`src/rtl/psum_accum_ctrl_if.sv`:
```
// -----------------------------------------------------------------------------
// psum_accum_ctrl_if
//   Bundles every non-clock/reset signal of the partial-sum accumulation
//   controller: job start/config, partial-sum input stream, final-sum output
//   stream, status, and the register-file write/read port.
//   master : the controller side (drives o_* signals)
//   slave  : the surroundings (PE column, output buffer, RF, sequencer)
// -----------------------------------------------------------------------------
interface psum_accum_ctrl_if #(
  parameter int DATA_WIDTH = 8,
  parameter int ADDR_WIDTH = 5,
  parameter int PASS_WIDTH = 4
);
  logic                  i_start;
  logic [ADDR_WIDTH-1:0] i_cfg_last_addr;
  logic [PASS_WIDTH-1:0] i_cfg_last_pass;
  logic                  i_in_valid;
  logic [DATA_WIDTH-1:0] i_in_data;
  logic                  o_in_ready;
  logic                  o_out_valid;
  logic [DATA_WIDTH-1:0] o_out_data;
  logic                  i_out_ready;
  logic                  o_busy;
  logic                  o_done;
  logic                  o_rf_wr_en;
  logic [ADDR_WIDTH-1:0] o_rf_wr_addr;
  logic [DATA_WIDTH-1:0] o_rf_wr_data;
  logic [ADDR_WIDTH-1:0] o_rf_rd_addr;
  logic [DATA_WIDTH-1:0] i_rf_rd_data;

  modport master (
    input  i_start, i_cfg_last_addr, i_cfg_last_pass, i_in_valid, i_in_data,
           i_out_ready, i_rf_rd_data,
    output o_in_ready, o_out_valid, o_out_data, o_busy, o_done,
           o_rf_wr_en, o_rf_wr_addr, o_rf_wr_data, o_rf_rd_addr
  );

  modport slave (
    output i_start, i_cfg_last_addr, i_cfg_last_pass, i_in_valid, i_in_data,
           i_out_ready, i_rf_rd_data,
    input  o_in_ready, o_out_valid, o_out_data, o_busy, o_done,
           o_rf_wr_en, o_rf_wr_addr, o_rf_wr_data, o_rf_rd_addr
  );
endinterface

```
`src/rtl/psum_accum_ctrl.sv`:
```
// -----------------------------------------------------------------------------
// psum_accum_ctrl
//   Owns one column partial-sum register file (combinational read, synchronous
//   write). A job accumulates (last_pass+1) passes of (last_addr+1) partial
//   sums into RF entries 0..last_addr, then drains the final sums through a
//   valid/ready port and pulses o_done for one cycle.
// Ports
//   i_clk, i_rst : clock, synchronous active-high reset
//   bus (master) : start/cfg, input stream (valid/ready), output stream
//                  (valid/ready), busy/done status, RF write port and RF
//                  read address/data.
// -----------------------------------------------------------------------------
module psum_accum_ctrl #(
  parameter int DATA_WIDTH = 8,
  parameter int ADDR_WIDTH = 5,
  parameter int PASS_WIDTH = 4
) (
  input  logic               i_clk,
  input  logic               i_rst,
  psum_accum_ctrl_if.master  bus
);

  typedef enum logic [1:0] {S_IDLE, S_ACCUM, S_DRAIN} state_t;

  state_t                state_q, state_d;
  logic [ADDR_WIDTH-1:0] addr_q, addr_d;
  logic [PASS_WIDTH-1:0] pass_q, pass_d;
  logic [ADDR_WIDTH-1:0] last_addr_q, last_addr_d;
  logic [PASS_WIDTH-1:0] last_pass_q, last_pass_d;
  logic                  done_q, done_d;

  logic                  run;
  logic                  accept;
  logic                  xfer;

  // Accumulation wraps modulo 2^DATA_WIDTH; no saturation.
  function automatic logic [DATA_WIDTH-1:0] acc_wrap(
    input logic [DATA_WIDTH-1:0] a,
    input logic [DATA_WIDTH-1:0] b
  );
    logic [DATA_WIDTH-1:0] s;
    s = a + b;
    return s;
  endfunction

  // While reset is asserted every handshake/write output is forced low,
  // even though the state register only clears at the next edge.
  assign run    = ~i_rst;
  assign accept = (state_q == S_ACCUM) && bus.i_in_valid;
  assign xfer   = (state_q == S_DRAIN) && bus.i_out_ready;

  always_comb begin
    state_d     = state_q;
    addr_d      = addr_q;
    pass_d      = pass_q;
    last_addr_d = last_addr_q;
    last_pass_d = last_pass_q;
    done_d      = 1'b0;
    case (state_q)
      S_IDLE: begin
        if (bus.i_start) begin
          last_addr_d = bus.i_cfg_last_addr;
          last_pass_d = bus.i_cfg_last_pass;
          addr_d      = '0;
          pass_d      = '0;
          state_d     = S_ACCUM;
        end
      end
      S_ACCUM: begin
        if (accept) begin
          if (addr_q == last_addr_q) begin
            addr_d = '0;
            pass_d = pass_q + 1'b1;
            if (pass_q == last_pass_q) begin
              state_d = S_DRAIN;
            end
          end else begin
            addr_d = addr_q + 1'b1;
          end
        end
      end
      S_DRAIN: begin
        if (xfer) begin
          if (addr_q == last_addr_q) begin
            addr_d  = '0;
            state_d = S_IDLE;
            done_d  = 1'b1;
          end else begin
            addr_d = addr_q + 1'b1;
          end
        end
      end
      default: begin
        state_d = S_IDLE;
      end
    endcase
  end

  // Control state: reset to a clean idle controller.
  always_ff @(posedge i_clk) begin
    if (i_rst) begin
      state_q <= S_IDLE;
      addr_q  <= '0;
      pass_q  <= '0;
      done_q  <= 1'b0;
    end else begin
      state_q <= state_d;
      addr_q  <= addr_d;
      pass_q  <= pass_d;
      done_q  <= done_d;
    end
  end

  // Job configuration: only meaningful after a start, so no reset needed.
  always_ff @(posedge i_clk) begin
    last_addr_q <= last_addr_d;
    last_pass_q <= last_pass_d;
  end

  // Pass 0 overwrites so stale RF contents from an earlier or aborted job
  // never leak into a new result. Later passes read-modify-write in one cycle.
  always_comb begin
    bus.o_in_ready   = run && (state_q == S_ACCUM);
    bus.o_busy       = run && (state_q != S_IDLE);
    bus.o_out_valid  = run && (state_q == S_DRAIN);
    bus.o_out_data   = bus.o_out_valid ? bus.i_rf_rd_data : '0;
    bus.o_done       = run && done_q;
    bus.o_rf_rd_addr = addr_q;
    bus.o_rf_wr_en   = run && accept;
    bus.o_rf_wr_addr = '0;
    bus.o_rf_wr_data = '0;
    if (bus.o_rf_wr_en) begin
      bus.o_rf_wr_addr = addr_q;
      bus.o_rf_wr_data = (pass_q == '0) ? bus.i_in_data
                                        : acc_wrap(bus.i_rf_rd_data, bus.i_in_data);
    end
  end

endmodule
```
`src/flat_wrapper.sv`:
```
// flat-port wrapper written by rule: the top's interface ports become plain ports
module psum_accum_ctrl_flat 
#(
  parameter int DATA_WIDTH = 8,
  parameter int ADDR_WIDTH = 5,
  parameter int PASS_WIDTH = 4
)
  (i_clk, i_rst, bus_i_start, bus_i_cfg_last_addr, bus_i_cfg_last_pass, bus_i_in_valid, bus_i_in_data, bus_i_out_ready, bus_i_rf_rd_data, bus_o_in_ready, bus_o_out_valid, bus_o_out_data, bus_o_busy, bus_o_done, bus_o_rf_wr_en, bus_o_rf_wr_addr, bus_o_rf_wr_data, bus_o_rf_rd_addr);
  psum_accum_ctrl_if #(.DATA_WIDTH(DATA_WIDTH), .ADDR_WIDTH(ADDR_WIDTH), .PASS_WIDTH(PASS_WIDTH)) bus_i ();
  input  logic i_clk;
  input  logic i_rst;
  input wire logic [$bits(bus_i.i_start)-1:0] bus_i_start;
  input wire logic [$bits(bus_i.i_cfg_last_addr)-1:0] bus_i_cfg_last_addr;
  input wire logic [$bits(bus_i.i_cfg_last_pass)-1:0] bus_i_cfg_last_pass;
  input wire logic [$bits(bus_i.i_in_valid)-1:0] bus_i_in_valid;
  input wire logic [$bits(bus_i.i_in_data)-1:0] bus_i_in_data;
  input wire logic [$bits(bus_i.i_out_ready)-1:0] bus_i_out_ready;
  input wire logic [$bits(bus_i.i_rf_rd_data)-1:0] bus_i_rf_rd_data;
  output wire logic [$bits(bus_i.o_in_ready)-1:0] bus_o_in_ready;
  output wire logic [$bits(bus_i.o_out_valid)-1:0] bus_o_out_valid;
  output wire logic [$bits(bus_i.o_out_data)-1:0] bus_o_out_data;
  output wire logic [$bits(bus_i.o_busy)-1:0] bus_o_busy;
  output wire logic [$bits(bus_i.o_done)-1:0] bus_o_done;
  output wire logic [$bits(bus_i.o_rf_wr_en)-1:0] bus_o_rf_wr_en;
  output wire logic [$bits(bus_i.o_rf_wr_addr)-1:0] bus_o_rf_wr_addr;
  output wire logic [$bits(bus_i.o_rf_wr_data)-1:0] bus_o_rf_wr_data;
  output wire logic [$bits(bus_i.o_rf_rd_addr)-1:0] bus_o_rf_rd_addr;
  assign bus_i.i_start = bus_i_start;
  assign bus_i.i_cfg_last_addr = bus_i_cfg_last_addr;
  assign bus_i.i_cfg_last_pass = bus_i_cfg_last_pass;
  assign bus_i.i_in_valid = bus_i_in_valid;
  assign bus_i.i_in_data = bus_i_in_data;
  assign bus_i.i_out_ready = bus_i_out_ready;
  assign bus_i.i_rf_rd_data = bus_i_rf_rd_data;
  assign bus_o_in_ready = bus_i.o_in_ready;
  assign bus_o_out_valid = bus_i.o_out_valid;
  assign bus_o_out_data = bus_i.o_out_data;
  assign bus_o_busy = bus_i.o_busy;
  assign bus_o_done = bus_i.o_done;
  assign bus_o_rf_wr_en = bus_i.o_rf_wr_en;
  assign bus_o_rf_wr_addr = bus_i.o_rf_wr_addr;
  assign bus_o_rf_wr_data = bus_i.o_rf_wr_data;
  assign bus_o_rf_rd_addr = bus_i.o_rf_rd_addr;
  psum_accum_ctrl #(.DATA_WIDTH(DATA_WIDTH), .ADDR_WIDTH(ADDR_WIDTH), .PASS_WIDTH(PASS_WIDTH)) u_core (.i_clk(i_clk), .i_rst(i_rst), .bus(bus_i));
endmodule
```
`config.mk`:
```
export PLATFORM = sky130hd
export DESIGN_NAME = psum_accum_ctrl_flat
export DESIGN_NICKNAME = d
export VERILOG_FILES = /design/src/rtl/psum_accum_ctrl_if.sv /design/src/rtl/psum_accum_ctrl.sv /design/src/flat_wrapper.sv
export SDC_FILE = /design/constraint.sdc
export NUM_CORES = 1
export LEC_CHECK = 0
export ABC_AREA = 1
export BUFFER_PORTS_ARGS = -buffer_cell sky130_fd_sc_hd__buf_2
export CAP_MARGIN = 25
export CORE_AREA = 2 2 81 83
export CTS_BUF_LIST = sky130_fd_sc_hd__clkbuf_2
export DETAILED_ROUTE_END_ITERATION = 10
export DIE_AREA = 0 0 83 85
export MAX_ROUTING_LAYER = met4
export PLACE_DENSITY_LB_ADDON = 0.05
export SYNTH_ARGS = -nofsm -noshare
export SYNTH_HDL_FRONTEND = slang
export SYNTH_SLANG_ARGS = --single-unit
```
`constraint.sdc`:
```
create_clock -name i_clk -period 2.35 [get_ports i_clk]
set_clock_uncertainty 0.05 [all_clocks]
set_input_delay 0.1175 -clock i_clk [delete_from_list [all_inputs] [get_ports i_clk]]
set_output_delay 0.1175 -clock i_clk [all_outputs]
set_load 0.05 [all_outputs]
```
# Yosys cells after proc, flatten, opt, wreduce, memory -nomap -nowiden

Cells that the tools add are included.

Bits in registers: 21
ROM bits: 0
Memories kept: 0
Latch bits: 0
Output and inout bits: 31
RAM bits: 0

Equal/unequal tests: 10
Add/sub/neg operators: 3
Shift-type cells: 0
Order comparisons: 0
Reduce and logical (&&, ||, !) cells: 17
Multipliers: 0
Muxes and demuxes: 21
Div/mod/pow operators: 0
Bitwise operators: 3

Operators with widths:

| cell                                          | count |
|---|---|
| 2-to-1 mux 5 bit                              | 5 |
| 2-to-1 mux 8 bit                              | 3 |
| case mux 5 bit (3 select lines)               | 1 |
| 2-to-1 mux 2 bit                              | 6 |
| 2-to-1 mux 4 bit                              | 3 |
| adder 8 bit                                   | 1 |
| != test 2 bit, second input constant          | 4 |
| case mux 4 bit (2 select lines)               | 1 |
| AND reduction 4 bit                           | 2 |
| logical AND 1 bit                             | 7 |
| case mux 2 bit (3 select lines)               | 1 |
| AND reduction 6 bit                           | 1 |
| adder 5 x 1 -> 5 bit, second input constant   | 1 |
| == test 5 bit                                 | 1 |
| adder 4 x 1 -> 4 bit, second input constant   | 1 |
| == test 4 bit                                 | 1 |
| logical NOT 4 bit                             | 1 |
| != test 2 x 1 -> 1 bit, second input constant | 2 |
| nonzero test 2 bit                            | 2 |
| NOT 1 bit                                     | 3 |
| nonzero test 3 bit                            | 1 |
| OR reduction 3 bit                            | 1 |
| == test 2 x 1 -> 1 bit, second input constant | 1 |
| == test 2 bit, second input constant          | 1 |
| other kinds (3)                               | 3 |

# Longest topological paths before layout

Depth in word-level cells: 5
Mapped depth: 11
Depth with buffers taken out: 11

# Worst setup path after synthesis

Ideal clock, no wire load.

Kind: register to output
Start: register u_core.state_q[0]
End: output bus_o_out_data[0]
Path buffers: 0
Required time: 2.183 ns
Data arrival time: 2.239 ns
Stages on the path, launching flop included: 7
Setup slack: -0.057 ns
Cells stage by stage: dfxtp_1 > inv_1 > ha_1 > inv_1 > nor2_1 > inv_2 > nor2_1

Longest elaborated chain between the ends: 3

Ends and longest elaborated chain:

| what                      | RTL line               | RTL |
|---|---|---|
| start: declaration        | psum_accum_ctrl.sv:25  | `state_t state_q, state_d;` |
| start signal: assignment  | psum_accum_ctrl.sv:107 | `state_q <= state_d;` |
| == test 2 bit             | psum_accum_ctrl.sv:125 | `bus.o_out_valid = run && (state_q == S_DRAIN);` |
| logical AND 1 bit         | psum_accum_ctrl.sv:125 |  |
| named net bus_o_out_valid | flat_wrapper.sv:20     | `output wire logic [$bits(bus_i.o_out_valid)-1:0] bus_o_out_valid;` |
| 2-to-1 mux 8 bit          | psum_accum_ctrl.sv:126 | `bus.o_out_data = bus.o_out_valid ? bus.i_rf_rd_data : '0;` |
| end: declaration          | flat_wrapper.sv:21     | `output wire logic [$bits(bus_i.o_out_data)-1:0] bus_o_out_data;` |

The timed path passes the listed nets, and every way through them passes these cells.

# Worst setup path in the final report

Start: register u_core.state_q[1]
End: output bus_o_rf_wr_data[4]

Longest elaborated chain between the ends: 4

Ends and longest elaborated chain:

| what                   | RTL line               | RTL |
|---|---|---|
| == test 2 x 1 -> 1 bit | psum_accum_ctrl.sv:49  | `assign accept = (state_q == S_ACCUM) && bus.i_in_valid;` |
| logical AND 1 bit      | psum_accum_ctrl.sv:49  |  |
| logical AND 1 bit      | psum_accum_ctrl.sv:129 | `bus.o_rf_wr_en = run && accept;` |
| 2-to-1 mux 8 bit       | psum_accum_ctrl.sv:132 | `if (bus.o_rf_wr_en) begin` |
| end: declaration       | flat_wrapper.sv:26     | `output wire logic [$bits(bus_i.o_rf_wr_data)-1:0] bus_o_rf_wr_data;` |

Every way passes these cells.

==> impl_table.tex <==
\begin{tabular}{lr}
\hline
Metric & Value \\
\hline
\multicolumn{2}{l}{\textbf{Status}} \\
\quad Outcome & finished clean \\
\multicolumn{2}{l}{\textbf{Place}} \\
\quad Gp weighted congestion & 0.760 \\
\quad Post-Place Setup Slack & 0.333 ns \\
\quad Port Buf Inserts & 60 \\
\quad DPL Wire Length & 3590 microns \\
\multicolumn{2}{l}{\textbf{Yosys}} \\
\quad Ranking of synthesized cells by area & sky130\_fd\_sc\_hd\_\_edfxtp\_1 15\%, sky130\_fd\_sc\_hd\_\_dfxtp\_1 13\%, sky130\_fd\_sc\_hd\_\_nand2\_1 13\% \\
\quad EDFF count, synth & 9 \\
\quad Mux contribution to synthesized area & 0\% \\
\quad Synthesized-area fraction occupied by xor and xnor cells & 3.37\% \\
\quad Fraction of registers with async set/reset & 0\% \\
\quad Area fraction in and, or, nand and nor cells after synthesis & 33.8\% \\
\quad Compound-Gate Fraction of Synth Area & 9.97\% \\
\quad Synth cell types & 31 \\
\quad Post-synthesis sequential area ratio & 28.0\% \\
\quad Synthesis Warnings & 0 \\
\quad Ys flop type & sky130\_fd\_sc\_hd\_\_dfxtp\_1 \\
\quad Mean instance size in the synthesized netlist & 6.64 sq um \\
\quad Synth Register Bits & 21 \\
\quad Area share of the largest cell type after synthesis & 14.8\% \\
\quad Post-synthesis cell type with the largest combined area & sky130\_fd\_sc\_hd\_\_edfxtp\_1 \\
\quad Cell area after synthesis & 1820 sq um \\
\quad Syn nets & 319 \\
\quad Post-Synth Adder-Cell Area & 10.7\% \\
\quad Cell count after synthesis & 274 \\
\quad Combinational family with the most area after synthesis & simple AND/OR/NAND/NOR gates \\
\multicolumn{2}{l}{\textbf{Final layout}} \\
\quad Area Growth Syn to Fin & 28.0\% \\
\quad \# diodes & 0 \\
\quad Share of post-route cells with drive strength above 1 & 28.1\% \\
\quad \# fillers & 684 \\
\quad Final core occ & 37.5\% \\
\quad Final net count & 391 \\
\multicolumn{2}{l}{\textbf{Timing}} \\
\quad Sum of negative setup slack & 0 ns \\
\quad Slew @ Worst Pin & 0.426 ns \\
\quad Worst Slack Setup Final & 0.184 ns \\
\quad Pins over their slew limit & 0 \\
\quad Shortest clock period the worst path allows after layout & 2.17 ns \\
\quad Top achievable clock speed & 462 MHz \\
\quad Setup repair after global routing missed its margin & no \\
\quad Worst slew margin relative to its limit & 71.5\% \\
\quad Final worst-path cycle share & 92.2\% \\
\quad Final setup viols & 0 \\
\quad Number of hold violations in the final report & 0 \\
\multicolumn{2}{l}{\textbf{Detailed routing}} \\
\quad Total via count after detailed routing & 1794 \\
\quad First DRT Iteration DRCs & 55 \\
\quad Per-cell routed wire length & 10.6 microns \\
\quad Wire length after detailed routing & 4470 microns \\
\quad Post-route antenna net violation count & 0 \\
\quad DRT Pass-1 Iters & 4 \\
\quad Via count normalized by instance count & 4.25 \\
\quad DRC violations left & 0 \\
\multicolumn{2}{l}{\textbf{Floorplanning}} \\
\quad Placement Rows & 29 \\
\quad Area of the core & 6200 sq um \\
\quad Starting density of the core & 29.3\% \\
\quad Top Ports & 61 \\
\quad Die footprint & 7060 sq um \\
\quad Horizontal extent of the die & 83 microns \\
\quad Die Height & 85 microns \\
\multicolumn{2}{l}{\textbf{CTS}} \\
\quad Clock sink count & 21 \\
\quad Clock root cell & sky130\_fd\_sc\_hd\_\_clkbuf\_2 \\
\quad Number of buffers on the longest clock path & 2 \\
\quad TritonCTS clock tree & yes \\
\quad Register clock-pin slew on the reported worst setup and hold paths & 0.20 ns \\
\quad Setup fix buffers added after clock tree synthesis & 0 \\
\quad Number of buffers created by CTS & 3 \\
\quad Clk Latency, worst-skew pair & 0.32 ns \\
\quad Max H-tree Level & 1 \\
\multicolumn{2}{l}{\textbf{GRT}} \\
\quad First-pass GRT wire length & 7630 microns \\
\quad Total congestion overflow & 0 \\
\quad Number of antenna violations at the first check in global routing & 0 \\
\quad Largest net degree at the start of global routing & 16 \\
\quad Vias in the first global route & 1717 \\
\quad Overall routing resource usage & 13.5\% \\
\multicolumn{2}{l}{\textbf{Run}} \\
\quad Max\_cap viols & 0 \\
\multicolumn{2}{l}{\textbf{Power and ir drop}} \\
\quad Leakage Power & 1.31 nW \\
\quad Peak supply drop & 0.299 mV \\
\quad Total design power & 0.00165 W \\
\quad Total power per unit cell area & 709 nW/um\^{}2 \\
\multicolumn{2}{l}{\textbf{Setup path}} \\
\quad Class of the most critical setup path & reg2out \\
\quad Arr. time, crit path & 2.00 ns \\
\quad Kind of end point of the critical path & primary output \\
\quad Largest driver fanout on the critical path & 9 \\
\quad Critical Path Source Type & flip-flop \\
\quad Critical Path RT & 2.18 ns \\
\multicolumn{2}{l}{\textbf{Worst hold path}} \\
\quad Worst hold path type & in2reg \\
\hline
\end{tabular}
## flip-flops by register name (all words and copies together), names as in the netlist
register	cells
u_core.last_addr_q	5
u_core.done_q	1
u_core.bus.o_rf_rd_addr	5
u_core.last_pass_q	4
u_core.pass_q	4
u_core.state_q	2
## cells in the final DEF (no fill, tap or decap), drive strengths merged
| cell | netlist | final |
|---|---|---|
| nor3 | 2 | 2 |
| nor2 | 37 | 37 |
| dlygate4sd3 | 0 | 9 |
| nand4 | 3 | 3 |
| o21bai | 2 | 2 |
| fa | 1 | 1 |
| dfxtp | 12 | 12 |
| clkinv | 2 | 2 |
| nand3 | 19 | 19 |
| a21oi | 16 | 16 |
| or2 | 3 | 3 |
| clkbuf | 0 | 5 |
| edfxtp | 9 | 9 |
| o21ai | 12 | 12 |
| xor2 | 7 | 7 |
| a21o | 1 | 1 |
| inv | 62 | 62 |
| nand2 | 70 | 70 |
| buf | 2 | 59 |
| ha | 14 | 14 |
## report_power, final
group	internal [W]	switching, W
logic	0.000303	0.000669
registers	0.000461	0.0000586
clock network	0.0000450	0.000114
## critical path, stage by stage (launching register included)
cell and delay [ns]:
sky130_fd_sc_hd__dfxtp_1 0.38, sky130_fd_sc_hd__inv_1 0.08, sky130_fd_sc_hd__ha_2 0.26, sky130_fd_sc_hd__inv_2 0.10, sky130_fd_sc_hd__nor2_8 0.14, sky130_fd_sc_hd__nand2_4 0.10, sky130_fd_sc_hd__clkinv_4 0.09, sky130_fd_sc_hd__o21ai_1 0.06
sky130_fd_sc_hd__o21bai_1 0.16, sky130_fd_sc_hd__inv_1 0.05, sky130_fd_sc_hd__buf_2 0.25
## kinds of logic after synthesis
kind of cell,Yosys count
AO/OA/AOI/OAI,31
XOR/XNOR,7
adder cells (fa/ha/maj),15
buffers and inverters,66
flip-flops,21
AND/OR/NAND/NOR,134
## path summary, 6_finish.rpt
check,slack [ns],from,cells past startpoint,to
setup / recovery,0.18,u_core.state_q[1],10,bus_o_rf_wr_data[4]
hold / removal,0.04,bus_i_out_ready,3,u_core.done_q
setup reg to reg,0.72,u_core.state_q[0],9,u_core.bus.o_rf_rd_addr[3]
hold reg to reg,0.49,u_core.state_q[1],2,u_core.state_q[1]
## area by class of cell
cell class | count | area (sq um) | share of cell area (%)
Tap cell | 77 | 96.3 | 4.14
Timing Repair Buffer | 69 | 393 | 16.9
Sequential cell | 21 | 510 | 21.9
Inverter | 64 | 246 | 10.6
Clock buffer | 4 | 20.0 | 0.859
Multi-Input combinational cell | 187 | 1060 | 45.6
## synth_stat cells (3+ instances only)
library cell and n:
sky130_fd_sc_hd__nand2_1 62, sky130_fd_sc_hd__inv_1 55, sky130_fd_sc_hd__nor2_1 32, sky130_fd_sc_hd__nand3_1 18, sky130_fd_sc_hd__a21oi_1 14, sky130_fd_sc_hd__ha_1 14, sky130_fd_sc_hd__dfxtp_1 12, sky130_fd_sc_hd__edfxtp_1 9
sky130_fd_sc_hd__o21ai_0 8, sky130_fd_sc_hd__inv_2 7, sky130_fd_sc_hd__xor2_1 7, sky130_fd_sc_hd__nand2_2 6, sky130_fd_sc_hd__nand4_1 3, sky130_fd_sc_hd__nor2_2 3, sky130_fd_sc_hd__o21ai_1 3, sky130_fd_sc_hd__or2_2 3
## stage by stage
| step | hold WS [ns] | instance area [sq um] | cells |
|---|---|---|---|
| after floorplan | 0.166 | 1820 | 274 |
| after global placement | 0.244 | 2210 | 409 |
| after detailed placement | 0.246 | 2210 | 409 |
| after CTS | 0.0197 | 2320 | 422 |
| after global routing | 0.0239 | 2330 | 422 |
| final | 0.0353 | 2330 | 422 |
## per-layer routing
layer	routed length, microns	GRT usage (%)	vias up
li1	-	-	977
met1	2080	16.1	771
met2	2160	24.0	44
met3	203	1.46	2
met4	29	4.02	0
met5	0	-	-
## timing repair
item,in CTS,in global routing
gates cloned,0,0
hold buffers,9,0
setup endpoints to repair,1,6
endpoints found under the hold margin,9,0
resized for setup,1,2
pin swaps,0,0
(Power assumes the default switching activity.)
